### src/rtl/riscv_pkg.sv
// riscv_pkg: constants shared by the register file, decode and the write-back controller.
//   XLEN     - integer data width
//   NREG     - number of architectural registers
//   REG_AW   - register address width
//   REG_ZERO - address of the hardwired-zero register
//   wb_src_e - identifies which write-back producer was granted
package riscv_pkg;

    localparam int XLEN = 32;
    localparam int NREG = 32;
    localparam int REG_AW = 5;
    localparam logic [REG_AW-1:0] REG_ZERO = '0;

    typedef enum logic {
        GNT_ALU = 1'b0,
        GNT_LSU = 1'b1
    } wb_src_e;

endpackage

### src/rtl/wb_rr_arb.sv
// wb_rr_arb: two-requester round-robin arbiter for the register-file write port.
//   clk, reset         - clock, synchronous active-high reset
//   alu_req, lsu_req   - producer requests (their valids)
//   alu_gnt, lsu_gnt   - one-hot-or-zero grants, combinational from requests and pointer
module wb_rr_arb
    import riscv_pkg::*;
(
    input  logic clk,
    input  logic reset,
    input  logic alu_req,
    input  logic lsu_req,
    output logic alu_gnt,
    output logic lsu_gnt
);

    wb_src_e last;

    // On a tie the unit that was not granted last time wins.
    always_comb begin
        alu_gnt = alu_req && (!lsu_req || last == GNT_LSU);
        lsu_gnt = lsu_req && (!alu_req || last == GNT_ALU);
    end

    // Pointer starts at LSU so the ALU wins the first tie.
    always_ff @(posedge clk) begin
        if (reset)
            last <= GNT_LSU;
        else if (alu_gnt)
            last <= GNT_ALU;
        else if (lsu_gnt)
            last <= GNT_LSU;
    end

endmodule

### src/rtl/regfile_writer.sv
// regfile_writer: write-side controller of the integer register file.
//   clk, reset                       - clock, synchronous active-high reset
//   iss_valid, iss_rd                - decode issues a writer of iss_rd (marks it busy)
//   alu_valid/ready/rd/data          - ALU result handshake
//   lsu_valid/ready/rd/data          - load result handshake
//   wr_en, wr_addr, wr_data          - registered register-file write port
//   rs1, rs2                         - decode source addresses
//   rs1_busy, rs2_busy               - source has a pending write not yet visible
//   rs1_fwd, rs2_fwd, fwd_data       - source is being written this cycle, with its value
module regfile_writer
    import riscv_pkg::*;
#(
    parameter int XLEN = riscv_pkg::XLEN,
    parameter int NREG = riscv_pkg::NREG
) (
    input  logic                    clk,
    input  logic                    reset,
    input  logic                    iss_valid,
    input  logic [$clog2(NREG)-1:0] iss_rd,
    input  logic                    alu_valid,
    output logic                    alu_ready,
    input  logic [$clog2(NREG)-1:0] alu_rd,
    input  logic [XLEN-1:0]         alu_data,
    input  logic                    lsu_valid,
    output logic                    lsu_ready,
    input  logic [$clog2(NREG)-1:0] lsu_rd,
    input  logic [XLEN-1:0]         lsu_data,
    output logic                    wr_en,
    output logic [$clog2(NREG)-1:0] wr_addr,
    output logic [XLEN-1:0]         wr_data,
    input  logic [$clog2(NREG)-1:0] rs1,
    input  logic [$clog2(NREG)-1:0] rs2,
    output logic                    rs1_busy,
    output logic                    rs2_busy,
    output logic                    rs1_fwd,
    output logic                    rs2_fwd,
    output logic [XLEN-1:0]         fwd_data
);

    localparam int AW = $clog2(NREG);
    localparam logic [AW-1:0] ZERO = AW'(REG_ZERO);

    logic [NREG-1:0] busy;
    logic [NREG-1:0] busy_next;
    logic            xfer;
    logic [AW-1:0]   sel_rd;
    logic [XLEN-1:0] sel_data;

    wb_rr_arb u_arb (
        .clk     (clk),
        .reset   (reset),
        .alu_req (alu_valid),
        .lsu_req (lsu_valid),
        .alu_gnt (alu_ready),
        .lsu_gnt (lsu_ready)
    );

    always_comb begin
        xfer     = alu_ready || lsu_ready;
        sel_rd   = alu_ready ? alu_rd : lsu_rd;
        sel_data = alu_ready ? alu_data : lsu_data;
    end

    // Writes to x0 are consumed but never reach the register file.
    always_ff @(posedge clk) begin
        if (reset) begin
            wr_en   <= 1'b0;
            wr_addr <= '0;
            wr_data <= '0;
        end else begin
            wr_en <= xfer && sel_rd != ZERO;
            if (xfer) begin
                wr_addr <= sel_rd;
                wr_data <= sel_data;
            end
        end
    end

    // Set is applied after clear: a same-edge issue is a younger writer still pending.
    always_comb begin
        busy_next = busy;
        if (wr_en)
            busy_next[wr_addr] = 1'b0;
        if (iss_valid && iss_rd != ZERO)
            busy_next[iss_rd] = 1'b1;
        busy_next[0] = 1'b0;
    end

    always_ff @(posedge clk) begin
        if (reset)
            busy <= '0;
        else
            busy <= busy_next;
    end

    // A register written this cycle is forwarded rather than reported busy.
    always_comb begin
        rs1_fwd  = wr_en && wr_addr == rs1 && rs1 != ZERO;
        rs2_fwd  = wr_en && wr_addr == rs2 && rs2 != ZERO;
        rs1_busy = busy[rs1] && !rs1_fwd;
        rs2_busy = busy[rs2] && !rs2_fwd;
        fwd_data = wr_data;
    end

endmodule

### config.mk
export PLATFORM = sky130hd
export DESIGN_NAME = regfile_writer
export DESIGN_NICKNAME = d
export VERILOG_FILES = /design/src/rtl/riscv_pkg.sv /design/src/rtl/wb_rr_arb.sv /design/src/rtl/regfile_writer.sv
export SDC_FILE = /design/constraint.sdc
export NUM_CORES = 1
export LEC_CHECK = 0
export CORE_MARGIN = 5
export CORE_UTILIZATION = 40
export DETAILED_ROUTE_END_ITERATION = 16
export GPL_TIMING_DRIVEN = 0
export HOLD_SLACK_MARGIN = 0.05
export PLACE_DENSITY = 0.78
export SETUP_SLACK_MARGIN = 0.05
export SLEW_MARGIN = 20
export SYNTH_ARGS = -nofsm -noshare
export SYNTH_HDL_FRONTEND = slang
export SYNTH_SLANG_ARGS = --single-unit
### constraint.sdc
create_clock -name clk -period 2.04 [get_ports clk]
set_clock_uncertainty 0.2 [all_clocks]
set_input_delay 0.408 -clock clk [delete_from_list [all_inputs] [get_ports clk]]
set_output_delay 0.408 -clock clk [all_outputs]
set_load 0.05 [all_outputs]
# Word level (Yosys, flattened, before mapping)
# Cells that the tools add are included.
# word_totals
reg_bits	71
in_bits	94
out_inout_bits	76
elab_cells	56
# classes
n_lt_le_gt_ge	6
n_eq_ne	2
mux	14
n_bitwise	4
n_reduce_logical	24
# ops
cell	count
two-way mux 32 bit	3
AND 32 bit	1
inverter 32 bit	1
OR 32 bit	1
< comparator 5 x 6 -> 1 bit (second input constant)	4
nonzero test 5 bit	4
logical AND 1 bit	12
binary-select mux 1 bit (select 5 bit)	2
demux 1 bit (select 5 bit)	2
== test 5 bit	2
>= comparator 5 x 1 -> 1 bit (second input constant)	2
two-way mux 1 bit	6
two-way mux 5 bit	1
logical NOT 1 bit	4
logical OR 1 bit	3
nonzero test 2 bit	1
inverter 1 bit	1

# Depth between registers and ports, before layout
# Gate-level depths: netlist (run 1).
# depth
depth_word	9
depth_mapped	7
depth_no_buf	5

# Cells and area by module
# Synthesis (run 1) repeated with hierarchy kept, for this count alone.
# unflattened
cells_unflattened	495
hier_area_um2	4037.6
# by_module_without_submodules
module	n_inst	cells_per_inst	area_each_um2	seq_area_each_um2
regfile_writer	1	488	3982.6	1381.3
wb_rr_arb	1	7	55.1	20.0

# Least setup slack after synthesis (run 1)
# OpenSTA, ideal clock, no wires.
# synth_path
kind	reg2out
start	register wr_addr[0]
end	output rs1_busy
t_arrival_ns	3.058
setup_slack_ns	-1.626
stages_incl_launch_ff	6
path_cell_list	dfxtp_1 buf_2 nor4_1 or3_1 a211oi_1 a21oi_1
# synth_between
elab_chain_cells	5
# synth_rtl
element	line_no	text
from (decl)	regfile_writer.sv:29	output logic [$clog2(NREG)-1:0] wr_addr,
from (signal assigned)	regfile_writer.sv:73	wr_addr <= sel_rd;
== test 5 bit	regfile_writer.sv:98	rs1_fwd = wr_en && wr_addr == rs1 && rs1 != ZERO;
logical AND 1 bit (2 in a row)	regfile_writer.sv:98	
via rs1_fwd	regfile_writer.sv:35	output logic rs1_fwd,
logical NOT 1 bit	regfile_writer.sv:100	rs1_busy = busy[rs1] && !rs1_fwd;
logical AND 1 bit	regfile_writer.sv:100	
to (decl)	regfile_writer.sv:33	output logic rs1_busy,
# The timed path passes the listed nets, and every way through them passes these cells.

# Final worst setup path (run 1)
# layout_path
start	input rs2[0]
end	output rs2_busy
# layout_between
elab_chain_cells	5
word_cells_on_any_way	8
# layout_rtl
element	line_no	text
from (decl)	regfile_writer.sv:32	input logic [$clog2(NREG)-1:0] rs2,
parallel branches: the longest is 4 deep, another holds binary-select mux 1 bit (select 5 bit)	-	
logical AND 1 bit (*)	regfile_writer.sv:101	rs2_busy = busy[rs2] && !rs2_fwd;
to (decl)	regfile_writer.sv:34	output logic rs2_busy,
# Mark *: on every way between the ends. The select of a mux whose other input is x is not followed.

==> results of run 1 <==
critical path, cell delays in order:
cell,delay [ps]
buf_2,140
buf_8,150
buf_12,130
nor4bb_4,320
a311oi_1,100
a211o_1,350
a21oi_4,130
buf_6,170
layer usage:
metal,wire (um),global-route usage (%)
met1,6340,28.7
met2,7500,36.2
met3,1320,5.46
met4,603,11.8
met5,0,0
placed cells by master, fill, tap and decap left out, drive strengths merged, types with 5 or more instances in the layout:
cell type / n
mux2i: 5
dfxtp: 70
o21ai: 34
mux2: 6
clkbuf: 56
mux4: 10
nand2: 56
nor2: 45
inv: 38
nand3b: 8
clkdlybuf4s50: 80
or3b: 5
nand2b: 5
nor3b: 6
a31oi: 31
o221a: 31
clkdlybuf4s15: 14
buf: 76
dlygate4sd2: 42
xnor2: 8
a21oi: 64
a311oi: 7
final cells by class:
class | count | area [um2]
sequential | 70 | 1430
inverter | 36 | 138
multi-input combinational | 354 | 2420
buffer | 77 | 526
tap | 140 | 175
fill | 909 | 4130
timing repair buffer | 181 | 1640
clock inverter | 6 | 90.1
clock buffer | 10 | 149
cell families (layout without fill, tap and decap cells):
family                 after synthesis  count (layout)  share of synthesized area (%)
AO/OA/AOI/OAI                      179             179                           27.7
XOR/XNOR                             8               8                           1.63
buffers and inverters              114             310                           13.6
flip-flops                          70              70                           32.5
multiplexers                        21              21                           8.30
AND/OR/NAND/NOR                    146             146                           16.3
worst paths after layout:
kind | endpoint | slack (ps) | cells past startpoint
worst max register to register | busy[4]$_SDFF_PP0_ | 220 | 4
worst max-delay path | rs2_busy | -470 | 8
worst min register to register | busy[24]$_SDFF_PP0_ | 290 | 2
worst min-delay path | u_arb.last$_SDFFE_PP1P_ | 230 | 3
timing repair:
action	4_1_cts	5_1_grt
setup endpoints to repair	76	38
setup buffers	9	7
gates cloned	1	0
gates resized for setup	186	49
pin swaps	10	8
Yosys cell counts (all sizes together), types with 3 or more instances:
master  number
dfxtp       70
a21oi       64
nand2       56
buf         49
nor2        45
inv         36
o21ai       34
a31oi       31
o221a       31
clkbuf      29
mux4        10
nand3b       8
xnor2        8
a311oi       7
mux2         6
nor3b        6
mux2i        5
nand2b       5
or3b         5
nand3        4
or4          4
a211oi       3
nor3         3
o22ai        3
or3          3
power breakdown:
part	switching [mW]	internal, mW	total [mW]	leakage (nW)
Combinational	0.889	0.578	1.47	2.09
Clock	0.559	0.769	1.33	0.118
Sequential	0.0703	1.44	1.51	0.583
flip-flops by register name (all words and copies together) (netlist names):
signal,cells
busy,31
fwd_data,32
u_arb.last,1
wr_addr,5
wr_en,1
stage by stage:
stage / setup TNS (ps) / hold slack [ps] / worst slack, ps / instances
3_3_place_gp: -8320 / 268 / -1530 / 842
4_1_cts: -1530 / 222 / -449 / 867
6_report: -1490 / 234 / -467 / 874
5_1_grt: -1750 / 282 / -522 / 874
3_5_place_dp: -8700 / 280 / -1550 / 842
2_1_floorplan: -998 / 257 / -337 / 538
==> metrics.md, run 1 <==
| Metric | Value |
|---|---|
| Outcome | finished with violations |
| Failing checks | negative setup slack |
| WP data arrival | between 1500 and 2000 ps |
| Final wirelength | approximately 16000 um |
| Dpl hpwl | roughly 11000 um |
| IO buf count | roughly 160 |
| Initial antenna violation count | 0 |
| CP Class | input port to output pin |
| Final setup vio count | 4 |
| GPL Wtd Cong | about 0.9 |
| Max Fclk | approximately 400 MHz |
| Clock tree from TritonCTS | done |
| Synth Flop Type | dfxtp_1 |
| Final WS setup | -467 ps |
| Root Buffer Master | clkbuf_8 |
| CP Max Fanout | 7 |
| Worst vdd ir | approximately 0.33 mV |
| Wire length per cell | 18.0 um |
| Worst flop-to-flop path startpoint | wr_addr[0]$_SDFFE_PP0P_ |
| Worst Max-Slew Pin Slew | 684 ps |
| Max-slew violation count | 0 |
| Initial Util | about two fifths |
| First-pass GRT wire length | approximately 24000 um |
| Final hold violations | 0 |
| Worst-case clock buffer depth | 2 |
| Synth unique cells | 43 |
| CP Capture Type | output pin |
| Vias | 4938 |
| Worst hold start | lsu_valid |
| P&R area growth vs syn | 52.5% |
| CTS sink cnt | 70 |
| Clk_lat worst skew | around 340 ps |
| Period utilization | 123% |
| Maximum Capacitance Violations | 0 |
| CP Launch Type | input port |
| Synth area leader | dfxtp_1 |
| Cell Area, Placed | 6210 um2 |
| Design area | 6570 um2 |
| IO Pins | 170 |
| Horiz. Die Dim | 114 um |
| Gate Count Post-Synth | between 500 and 600 |
| Final net count | roughly 820 |
| DR iter-0 viols | approximately 380 |
| Slew HR | 54.3% |
| Die H | between 100 and 150 um |
| Hold-fix buffers at CTS | 0 |
| Global Route Usage Sum | between 20% and 30% |
| RSZ-0062 raised after global routing | true |
| GRT overflow | 0 |
| Post-synth ARST share | 0% |
| Yosys top cell area share | about a third |
| Post-DRT Antenna Nets | 0 |
| Avg Inst Size Synth | 8.01 um2 |
| YS warnings | 0 |
| Post-synthesis sequential area ratio | approximately a third |
| Vias/cell | approximately 5.6 |
| Vias in the first global route | between 4000 and 5000 |
| Core area | 10700 um2 |
| Final Critical Period | ~2500 ps |
| Final core utilization | between 60% and 70% |
| Largest net degree at the start of global routing | 14 |
| Post-layout power | roughly 4.3 mW |
| CTS H-Tree Depth | 3 |
| Mapped Nets | about 630 |
| Hold Crit Class | input port to flip-flop |
| Leak Pwr | about 2.8 nW |
| Crit path launch | rs2[0] |
| Die ar. | ~13000 um2 |
| Placement row count | 38 |
| Post-synth design cell area | approximately 4300 um2 |
| DRT Pass-1 Iters | 5 |
| Power Dens Cells | between 600 and 700 nW/um2 |
| Worst path required time | roughly 1400 ps |
| Reg clk slew, reported paths | 70 ps |
| # DRC | 0 |
| Share of cells above drive strength 1 | 25.9% |
| Synth Register Bits | 70 |
| CTS buffer count | 9 |
| Post-synth EDFFs | 0 |
| Synth area leaders | dfxtp_1 (33%), o221a_2 (8.1%), a21oi_1 (7.3%), buf_4 (5.9%), nand2_1 (4.9%) |
| Ant diodes | 0 |
(Power assumes the default switching activity.)
==> run 2, diff against run 1 <==
--- a/config.mk
+++ b/config.mk
@@ -7,6 +7,7 @@
 export LEC_CHECK = 0
 export CORE_MARGIN = 5
 export CORE_UTILIZATION = 40
+export CTS_BUF_LIST = sky130_fd_sc_hd__clkbuf_4 sky130_fd_sc_hd__clkbuf_8 sky130_fd_sc_hd__clkbuf_16
 export DETAILED_ROUTE_END_ITERATION = 16
 export GPL_TIMING_DRIVEN = 0
 export HOLD_SLACK_MARGIN = 0.05
==> results of run 2 <==
The final DEF is identical to that of run 1; final timing and power are the same.
==> run 3, diff against run 2 <==
--- a/config.mk
+++ b/config.mk
@@ -9,11 +9,10 @@
 export CORE_UTILIZATION = 40
 export CTS_BUF_LIST = sky130_fd_sc_hd__clkbuf_4 sky130_fd_sc_hd__clkbuf_8 sky130_fd_sc_hd__clkbuf_16
 export DETAILED_ROUTE_END_ITERATION = 16
-export GPL_TIMING_DRIVEN = 0
 export HOLD_SLACK_MARGIN = 0.05
-export PLACE_DENSITY = 0.78
+export PLACE_DENSITY = 0.81
 export SETUP_SLACK_MARGIN = 0.05
-export SLEW_MARGIN = 20
+export SLEW_MARGIN = 5
 export SYNTH_ARGS = -nofsm -noshare
 export SYNTH_HDL_FRONTEND = slang
 export SYNTH_SLANG_ARGS = --single-unit
==> metrics.md, run 3 (synthesized netlist as in run 1, its figures left out) <==
| Metric | Value |
|---|---|
| Final Critical Period | 2450 ps (-53.2 ps) |
| P_int | 2.59 mW (-7.2%) |
| Max Fclk | 408 MHz (+2.2%) |
| CP Capture Type | output pin |
| Grt met2 use | 36.6% (+0.47 points) |
| CP max stage cell | o32a_1 |
| Final core utilization | 60.0% (-1.4 points) |
| CTS buffer count | 9 (unchanged) |
| IO buf count | 169 (+3.0%) |
| CTS sink cnt | 70 (unchanged) |
| Worst flop-to-flop path startpoint | wr_addr[0]$_SDFFE_PP0P_ |
| Psw | 1.45 mW (-4.6%) |
| Final hold violations | 0 (unchanged) |
| Reg clk slew, reported paths | 60 ps (about the same) |
| Horiz. Die Dim | 114 um (unchanged) |
| Layout filler cell count | 901 (-0.88%) |
| Core area | 10700 um2 (unchanged) |
| Die ar. | 13000 um2 (unchanged) |
| CP top delay family | compound AO/OA/AOI/OAI gates |
| CP Buf/Inv Count | 3 (-1) |
| Power Dens Cells | 629 nW/um2 (-4.0%) |
| CP Launch Type | input port |
| Largest net degree at the start of global routing | 94 (+80) |
| Maximum Capacitance Violations | 0 (unchanged) |
| DR iter-0 viols | 350 (-8.9%) |
| FF+latch area | 1440 um2 (+0.70%) |
| Outcome | finished with violations |
| Ant diodes | 0 (unchanged) |
| RSZ-0062 raised after global routing | true |
| Root Buffer Master | clkbuf_8 |
| Final net count | 792 (-3.8%) |
| # DRC | 0 (unchanged) |
| Worst-case clock buffer depth | 2 (unchanged) |
| WP depth | 7 (-1) |
| Vias in the first global route | 4751 (-3.2%) |
| WP data arrival | 1850 ps (-50 ps) |
| Max-slew violation count | 0 (unchanged) |
| GR peak layer | met2 |
| R2r endpoint | busy[28]$_SDFF_PP0_ |
| IO Pins | 170 (unchanged) |
| Vias/cell | 5.66 (about the same) |
| Die H | 114 um (unchanged) |
| First-pass GRT wire length | 23500 um (-1.4%) |
| GPL Wtd Cong | 0.921 (+1.8%) |
| Clk_lat worst skew | 350 ps (about the same) |
| Clock tree from TritonCTS | done |
| Period utilization | 120% (-2.6 points) |
| Footprint of the multi-input gates | 2450 um2 (+1.1%) |
| Commonest cells after routing, fill and taps aside | buf_4 (117), clkdlybuf4s50_1 (80), a21oi_1 (62), nand2_1 (55), dfxtp_1 (49) |
| Crit path largest cell delay | 350 ps (about the same) |
| Initial Util | 40.3% (unchanged) |
| Reg2Reg Setup Slack | 190 ps (-30 ps) |
| Dpl hpwl | 10700 um (-5.7%) |
| Part of the power in registers | 37.6% (+2.5 points) |
| Final wirelength | 15100 um (-3.9%) |
| Met3 Track Usage GR | 5.41% (-0.053 points) |
| Crit path launch | rs2[2] |
| Sw frac | 35.9% (+0.62 points) |
| DRT Pass-1 Iters | 5 (unchanged) |
| Global Route Usage Sum | 22.3% (-0.46 points) |
| Max FFs per register | 32 (unchanged) |
| Failing checks | negative setup slack |
| R2R cell count | 5 (+1) |
| Initial antenna violation count | 0 (unchanged) |
| Wire length per cell | 18.0 um (-0.16%) |
| Placed insts | 813 (-3.4%) |
| Slew HR | 67.1% (+13 points) |
| Hold Crit Class | input port to flip-flop |
| Layout Cells excl Fill | 841 (-3.8%) |
| CP Max Fanout | 7 (unchanged) |
| Crit path cell chain | buf_2 > buf_6 > mux2i_1 > o32a_1 > a211o_1 > a21oi_4 > buf_12 |
| Final setup vio count | 4 (unchanged) |
| Final WS setup | -414 ps (+53.2 ps) |
| Leak Pwr | 2.69 nW (-3.6%) |
| Share of cells above drive strength 1 | 34.4% (+8.5 points) |
| Clock power frac | 25.8% (-5.0 points) |
| GR Util met1 | 27.7% (-0.97 points) |
| Worst vdd ir | 0.327 mV (-1.4%) |
| Vias | 4756 (-3.7%) |
| Worst path required time | 1430 ps (about the same) |
| Worst Max-Slew Pin Slew | 492 ps (-192 ps) |
| Most common cell after layout, fill and taps aside | buf_4 |
| Gate power share | 36.7% (+2.6 points) |
| Placement row count | 38 (unchanged) |
| CP Class | input port to output pin |
| CTS H-Tree Depth | 3 (unchanged) |
| Crit path to | rs2_busy |
| Post-DRT Antenna Nets | 0 (unchanged) |
| P&R area growth vs syn | 48.9% |
| GRT overflow | 0 (unchanged) |
run 3: metal layers:
layer / vias to the layer above / share of wire [%]
li1: 2227 / -
met5: - / 0
met2: 270 / 48
met4: 0 / 2.8
met1: 2222 / 40
met3: 37 / 9.1
run 3: area by class of cell:
type	instances	area share, %
clock buffer	13	2.69
clock inverter	1	0.0780
inverter	36	2.10
multi-input combinational	354	38.1
sequential	70	22.5
tap	140	2.73
timing repair buffer	227	31.8
run 3: power groups by stage:
| stage | Combinational [mW] | Clock (mW) | Sequential, mW |
|---|---|---|---|
| after floorplan | 0.722 | 0 | 1.75 |
| after global placement | 1.39 | 0 | 1.55 |
| after detailed placement | 1.41 | 0 | 1.55 |
| after CTS | 1.46 | 1.07 | 1.52 |
| after global routing | 1.56 | 1.13 | 1.53 |
| final | 1.48 | 1.04 | 1.52 |
run 3: metrics by stage:
stage               hold slack (ps)  power [mW]  setup slack, ps  setup TNS (ps)  instance area (um2)
detailed placement              287        2.96             -855           -3000                 6020
global route                    311        4.21             -470           -1450                 6420
floorplan                       257        2.47             -337            -998                 4390
global placement                286        2.93             -838           -2910                 6020
finish                          283        4.04             -414           -1270                 6420
CTS                             273        4.04             -444           -1370                 6360
run 3: repair_timing:
action,CTS,global route
setup buffers,8,4
hold endpoints to repair,0,0
setup endpoints to repair,5,4
cloned,2,0
resized for setup,65,16
hold buffers,0,0
pin swaps,12,8
run 3: how the worst min path moves through the flow:
stage	to	slack, ps	cells past startpoint	from
floorplan	busy[4]$_SDFF_PP0_	260	2	busy[4]$_SDFF_PP0_
global placement	busy[19]$_SDFF_PP0_	290	2	busy[19]$_SDFF_PP0_
detailed placement	busy[13]$_SDFF_PP0_	290	2	busy[13]$_SDFF_PP0_
CTS	wr_addr[3]$_SDFFE_PP0P_	270	3	alu_valid
global route	wr_addr[3]$_SDFFE_PP0P_	310	3	alu_valid
finish	wr_addr[3]$_SDFFE_PP0P_	280	3	alu_valid
run 3: worst reg2reg max path, stage by stage (launching register included):
cell	delay, ps
dfxtp_4	370
buf_12	140
buf_4	140
or3b_2	570
o21ai_0	220
a21oi_1	90
